==> config.mk <==
export PLATFORM = sky130hd
export DESIGN_NAME = tff_counter
export DESIGN_NICKNAME = d
export VERILOG_FILES = /design/src/rtl/tff_pkg.sv /design/src/rtl/tff_bit.sv /design/src/rtl/tff_counter.sv
export SDC_FILE = /design/constraint.sdc
export NUM_CORES = 1
export LEC_CHECK = 0
export CORE_UTILIZATION = 25
export DETAILED_ROUTE_END_ITERATION = 8
export SYNTH_ARGS = -nofsm -noshare
export SYNTH_HDL_FRONTEND = slang
export SYNTH_SLANG_ARGS = --single-unit
==> constraint.sdc <==
create_clock -name clk -period 2 [get_ports clk]
set_input_delay 0.2 -clock clk [delete_from_list [all_inputs] [get_ports clk]]
set_output_delay 0.2 -clock clk [all_outputs]
set_load 0.005 [all_outputs]
==> src/rtl/tff_pkg.sv <==
// tff_pkg: shared mode encoding for the toggle-cell counter family.
package tff_pkg;

    typedef enum logic [1:0] {
        TFF_MODE_TOGGLE = 2'b00,
        TFF_MODE_UP     = 2'b01,
        TFF_MODE_DOWN   = 2'b10,
        TFF_MODE_LOAD   = 2'b11
    } tff_mode_e;

endpackage

==> src/rtl/tff_bit.sv <==
// tff_bit: single toggle cell with synchronous active-low reset, toggle
// enable and parallel load. Both q and qb are registered so qb never glitches
// relative to q.
module tff_bit #(
    parameter logic RST_VAL = 1'b0
) (
    input  logic clk,
    input  logic rst_n,
    input  logic toggle,
    input  logic load,
    input  logic d,
    output logic q,
    output logic qb
);

    logic r_q;
    logic r_qb;
    logic w_next;

    // Load wins over toggle; with neither, the cell holds.
    always_comb begin
        w_next = r_q;
        if (load) begin
            w_next = d;
        end else if (toggle) begin
            w_next = ~r_q;
        end
    end

    // State and its complement update together on every clock.
    always_ff @(posedge clk) begin
        if (!rst_n) begin
            r_q  <= RST_VAL;
            r_qb <= ~RST_VAL;
        end else begin
            r_q  <= w_next;
            r_qb <= ~w_next;
        end
    end

    assign q  = r_q;
    assign qb = r_qb;

endmodule

==> src/rtl/tff_counter.sv <==
// tff_counter: WIDTH-bit bank of toggle cells working as a masked toggle
// register or a synchronous up/down counter with parallel load.
// The counter is built from same-cycle prefix AND (up) / NOR (down) toggle
// enables; no cell is clocked by another.
// Optional build macro TFF_COUNTER_SAT_EN: UP at all-ones and DOWN at zero
// hold instead of wrapping, and tc fires on every such limit attempt.
module tff_counter
    import tff_pkg::*;
#(
    parameter int               WIDTH   = 8,
    parameter logic [WIDTH-1:0] RST_VAL = {WIDTH{1'b0}}
) (
    input  logic             clk,
    input  logic             rst_n,
    input  logic             en,
    input  logic [1:0]       mode,
    input  logic [WIDTH-1:0] t,
    input  logic [WIDTH-1:0] d,
    output logic [WIDTH-1:0] q,
    output logic [WIDTH-1:0] qb,
    output logic             tc,
    output logic             zero
);

    tff_mode_e        w_mode;
    logic [WIDTH-1:0] w_q;
    logic [WIDTH-1:0] w_qb;
    logic [WIDTH-1:0] w_up_chain;
    logic [WIDTH-1:0] w_dn_chain;
    logic             w_at_max;
    logic             w_at_min;
    logic             w_limit;
    logic [WIDTH-1:0] w_tog;
    logic [WIDTH-1:0] w_tog_en;
    logic             w_load;
    logic [WIDTH-1:0] w_q_next;
    logic             r_tc;
    logic             r_zero;

    assign w_mode = tff_mode_e'(mode);

    // Prefix chains: bit i of w_up_chain is high when q[i-1:0] are all ones,
    // bit i of w_dn_chain when q[i-1:0] are all zeros. Bit 0 always toggles.
    always_comb begin
        w_up_chain    = '0;
        w_dn_chain    = '0;
        w_up_chain[0] = 1'b1;
        w_dn_chain[0] = 1'b1;
        for (int i = 1; i < WIDTH; i++) begin
            w_up_chain[i] = w_up_chain[i-1] & w_q[i-1];
            w_dn_chain[i] = w_dn_chain[i-1] & ~w_q[i-1];
        end
    end

    assign w_at_max = w_up_chain[WIDTH-1] & w_q[WIDTH-1];
    assign w_at_min = w_dn_chain[WIDTH-1] & ~w_q[WIDTH-1];
    assign w_limit  = ((w_mode == TFF_MODE_UP)   && w_at_max) ||
                      ((w_mode == TFF_MODE_DOWN) && w_at_min);

    // Per-cell toggle enables selected by mode; saturating builds suppress
    // the wrap toggle at the count limit.
    always_comb begin
        w_tog = '0;
        case (w_mode)
            TFF_MODE_TOGGLE: w_tog = t;
            TFF_MODE_UP:     w_tog = w_up_chain;
            TFF_MODE_DOWN:   w_tog = w_dn_chain;
            TFF_MODE_LOAD:   w_tog = '0;
            default:         w_tog = '0;
        endcase
`ifdef TFF_COUNTER_SAT_EN
        if (w_limit) begin
            w_tog = '0;
        end
`else
`endif
    end

    assign w_tog_en = en ? w_tog : '0;
    assign w_load   = en && (w_mode == TFF_MODE_LOAD);
    assign w_q_next = w_load ? d : (w_q ^ w_tog_en);

    genvar gi;
    generate
        for (gi = 0; gi < WIDTH; gi++) begin : g_cell
            tff_bit #(
                .RST_VAL (RST_VAL[gi])
            ) u_bit (
                .clk    (clk),
                .rst_n  (rst_n),
                .toggle (w_tog_en[gi]),
                .load   (w_load),
                .d      (d[gi]),
                .q      (w_q[gi]),
                .qb     (w_qb[gi])
            );
        end
    endgenerate

    // Flags registered alongside the cells so they always describe the
    // current q. tc marks a wrap (or a saturated attempt) on the last edge.
    always_ff @(posedge clk) begin
        if (!rst_n) begin
            r_tc   <= 1'b0;
            r_zero <= (RST_VAL == '0);
        end else begin
            r_tc   <= en && w_limit;
            r_zero <= (w_q_next == '0);
        end
    end

    assign q    = w_q;
    assign qb   = w_qb;
    assign tc   = r_tc;
    assign zero = r_zero;

endmodule

==> flow_results.org <==
** Clock network
- In this run the number of H-tree levels came out at 1.
- Number of buffers inserted by hold repair at cts :: 0
- CTS tree :: yes
- At the later pin of the worst-skew pair, clock insertion delay measures 0.25 ns.
- Post-CTS clock slew at the launch and capture registers of the worst setup and hold paths :: 0.07 ns
- The tree built by TritonCTS fans out to 18 sinks.
- In this run, CTS created clock tree buffers numbering 3.
- Counting along the longest clock path gives a buffer depth of 2.
- Cell chosen for the clock root :: clkbuf_8

** Yosys
- Number of flip-flops and latches in the synthesized netlist :: 18
- Library cell with the highest instance count after synthesis :: dfxtp_1
- Sequential share of the synthesized area :: 30.00%
- Share of the synthesized area in the top cell type :: 30.00%
- Synth Flop Type :: dfxtp_1
- Counting distinct cell types in the post-synthesis netlist gives 42.
- The cell count after synthesis came out at 148.
- Post-synth top cells :: dfxtp_1, buf_4, nand2_1
- The average instance in the mapped netlist occupies 8.116 um2.
- In this run the cell area of the synthesized design comes to 1201 um2.
- Number of synthesized flops with an enable pin :: 0
- Cell type with the largest total area after synthesis :: dfxtp_1
- The Yosys step of the flow raised 0 warnings.
- For this run, asynchronously set or reset flops after synthesis account for 0%.
- Synth Net Count :: 173
- By area the synthesized netlist is led by dfxtp_1, buf_4, nand2_1.

** Timing
- Minimum hold slack :: 0.6082 ns
- Slew @ Worst Pin :: 0.3999 ns
- The worst pin sits at a relative slew slack of 73.26%.
- Count of final max-slew check failures :: 0
- Minimum clock period :: 2.156 ns
- The clock arrives with 0.002069 ns of skew.
- Fraction of the cycle the final worst path needs :: 107.8%
- Setup slack after layout :: -0.1556 ns
- Timing would allow up to 0.4639 GHz.
- The number of hold violations in the final report is 0.
- Setup repair after global routing missed its margin :: true
- Setup violations remaining at the end of the flow were counted as 3.

** Detailed routing
- Drt via density :: 4.715
- Count of TritonRoute iterations in the first routing pass :: 6
- In this run the remaining antenna-violating nets after routing total 0.
- Detail-routed net length per standard cell :: 12.57 um
- For this run, design rule violations remaining after detail routing come to 2.
- Wires add up to 3181 um.
- Summing over every cut layer, the via total after detailed routing is 1193.
- For this block, the initial DRC count from the detailed router was 58.

** Flow run
- Max_cap viols :: 0

** Place
- Final GP Congestion :: 0.8195
- Total placed cells including tap cells :: 246
- Final HPWL DP :: 2348 um
- Buffers added on ports :: 38

** Floorplan
- The initial utilization of the core area, before any placement, comes to 26.85%.
- The floorplan step set the die height to 71.32 um.
- Measured along the x axis, the die boundary spans 71.32 um.
- Number of top-level design ports :: 39
- The core region is 4474 um2.
- Full die area :: 5086 um2
- In this run the core area contains 24 standard-cell rows.

** Global route
- Global-route wire length before repair :: 5306 um
- Initial antenna violation count :: 0
- Maximum number of pins on one net before global-route repair :: 14
- Total global routing overflow :: 0
- GRT Util Overall :: 13.14%
- The number of global-route vias before repair is 1174.

** Finish
- After filler insertion, the fill cell instance count of the layout stands at 451.
- Number of nets in the final layout :: 227
- Storage cell area :: 364.1 um2
- Layout cell share with drive strength beyond 1 :: 37.81%
- The number of antenna diodes in the final layout is 0.
- Area growth from synthesis to final layout :: 65.00%
- The finished layout holds 253 standard cells, fillers aside.
- Footprint of the multi-input gates :: 808.3 um2

** Critical path
- Worst Path Required :: 2.16 ns
- The worst register-to-register path has a setup slack of -0.16 ns.
- The setup path with the least slack is of type register to register.
- Critical path launch point type :: register
- STA classifies the critical path endpoint as a register.
- Worst Reg2Reg Path Length in Cells :: 7
- Capture point of the worst reg-to-reg path :: zero
- The startpoint identified for the worst register-to-register timing path is g_cell[1].u_bit.q.
- For the worst setup path, the data arrival time is 2.31 ns.
- Along the worst path, the maximum fanout reaches 3.

** Outcome
- Violations in the final reports :: design-rule violations, negative setup slack
- Outcome :: complete, but fails checks

** Worst hold path
- The startpoint identified for the worst hold timing path is g_cell[7].u_bit.q.
- The path class of the tightest hold or removal check is register to register.
- The path with the worst hold slack has its endpoint at tc.
- The worst hold path was traced through 2 stages.

** Power
- For this design the static power due to leakage is 0.0007912 uW.
- Pwr dens :: 553.6 nW/um2
- Across the VDD grid, the largest voltage drop is 0.0003800 V.
registers in the layout (all words and copies together) (netlist names):
signal / cells
tc: 1
g_cell.u_bit.qb: 8
zero: 1
g_cell.u_bit.q: 8
final cells by class:
type | instances | share of cell area [%]
Clock buffer | 4 | 2.778
Sequential cell | 18 | 18.37
Inverter | 12 | 2.273
Timing Repair Buffer | 71 | 32.51
Multi-Input combinational cell | 96 | 40.78
Tap cell | 52 | 3.283
worst max path at each step:
| stage | to | start | slack, ns |
|---|---|---|---|
| 2_1_floorplan | zero | mode[0] | -0.19 |
| 3_3_place_gp | zero | mode[1] | -0.70 |
| 3_5_place_dp | zero | mode[1] | -0.76 |
| 4_1_cts | zero | g_cell[2].u_bit.q | -0.26 |
| 5_1_grt | zero | g_cell[1].u_bit.q | -0.22 |
| 6_report | zero | g_cell[1].u_bit.q | -0.16 |
per-layer routing:
metal	track usage (%)	share of wire [%]	vias to the layer above	wire, um
met1	17.16	45	549	1429
met5	0	0	-	0
li1	-	-	605	-
met3	3.516	5.0	2	159
met2	22.43	49	37	1569
met4	1.333	0.72	0	23
worst max-delay path: stages, from the launching register on:
cell,delay [ns]
dfxtp_2,0.33
or4b_4,0.55
buf_6,0.15
buf_6,0.12
a221o_2,0.41
o22ai_2,0.14
a21oi_2,0.10
o41ai_2,0.26
metrics by stage:
step                      total power (uW)  util, %  instance area (um2)  setup TNS (ns)  setup slack (ns)
after floorplan                      600.8        -                 1202         -0.2048           -0.1869
after global placement               760.2    38.65                 1729          -5.993           -0.6968
after detailed placement             760.1    38.65                 1729          -6.376           -0.7630
after CTS                             1098    43.04                 1926         -0.4275           -0.2567
after global routing                  1173    44.30                 1982         -0.7200           -0.2231
final                                 1097    44.30                 1982         -0.3926           -0.1556
power by group:
| part | switching, uW | leakage [uW] | internal (uW) | total [uW] |
|---|---|---|---|---|
| combinational | 161 | 0.000613 | 233 | 395 |
| clock | 114 | 0.0000288 | 175 | 289 |
| sequential | 21.0 | 0.000150 | 392 | 413 |
cells by family after synthesis:
group / Yosys count / synth area share, %
adders and majority gates: 4 / 4.167
AOI/OAI and AO/OA: 30 / 19.06
buffers and inverters: 34 / 15.73
muxes: 3 / 2.500
DFF: 18 / 30.00
xor gates and xnor gates: 1 / 0.7293
and+or+nand+nor: 58 / 27.81
cell usage in the layout (no fill, tap or decap), types with 2 or more instances in the layout:
cell type	synthesis	layout
clkdlybuf4s50_1	0	36
buf_4	16	29
dfxtp_1	18	15
nand2_1	14	14
inv_1	12	10
and2_1	8	8
a21oi_2	0	6
nor2_1	6	4
clkbuf_8	0	4
buf_6	0	4
mux2i_1	3	3
nor2b_1	3	3
or3b_4	0	3
ha_4	0	3
dfxtp_2	0	3
inv_2	0	2
nand4_1	2	2
nor3_4	0	2
or2_2	2	2
o41ai_2	1	2
nand3_1	2	2
o21ai_0	2	2
o2bb2ai_1	2	2
o22ai_2	0	2
or3_1	3	2
o31ai_1	2	2
a211oi_2	1	2
nand2b_1	2	2
nand4b_1	2	2
a21boi_0	4	2
and4b_1	2	2
nor4_2	0	2
repair_timing:
action / in CTS / in global routing
setup buffers: 4 / 0
setup endpoints to repair: 11 / 8
pin swaps: 16 / 16
resized for setup: 33 / 14
No activity file was read; power rests on OpenSTA's default activity.
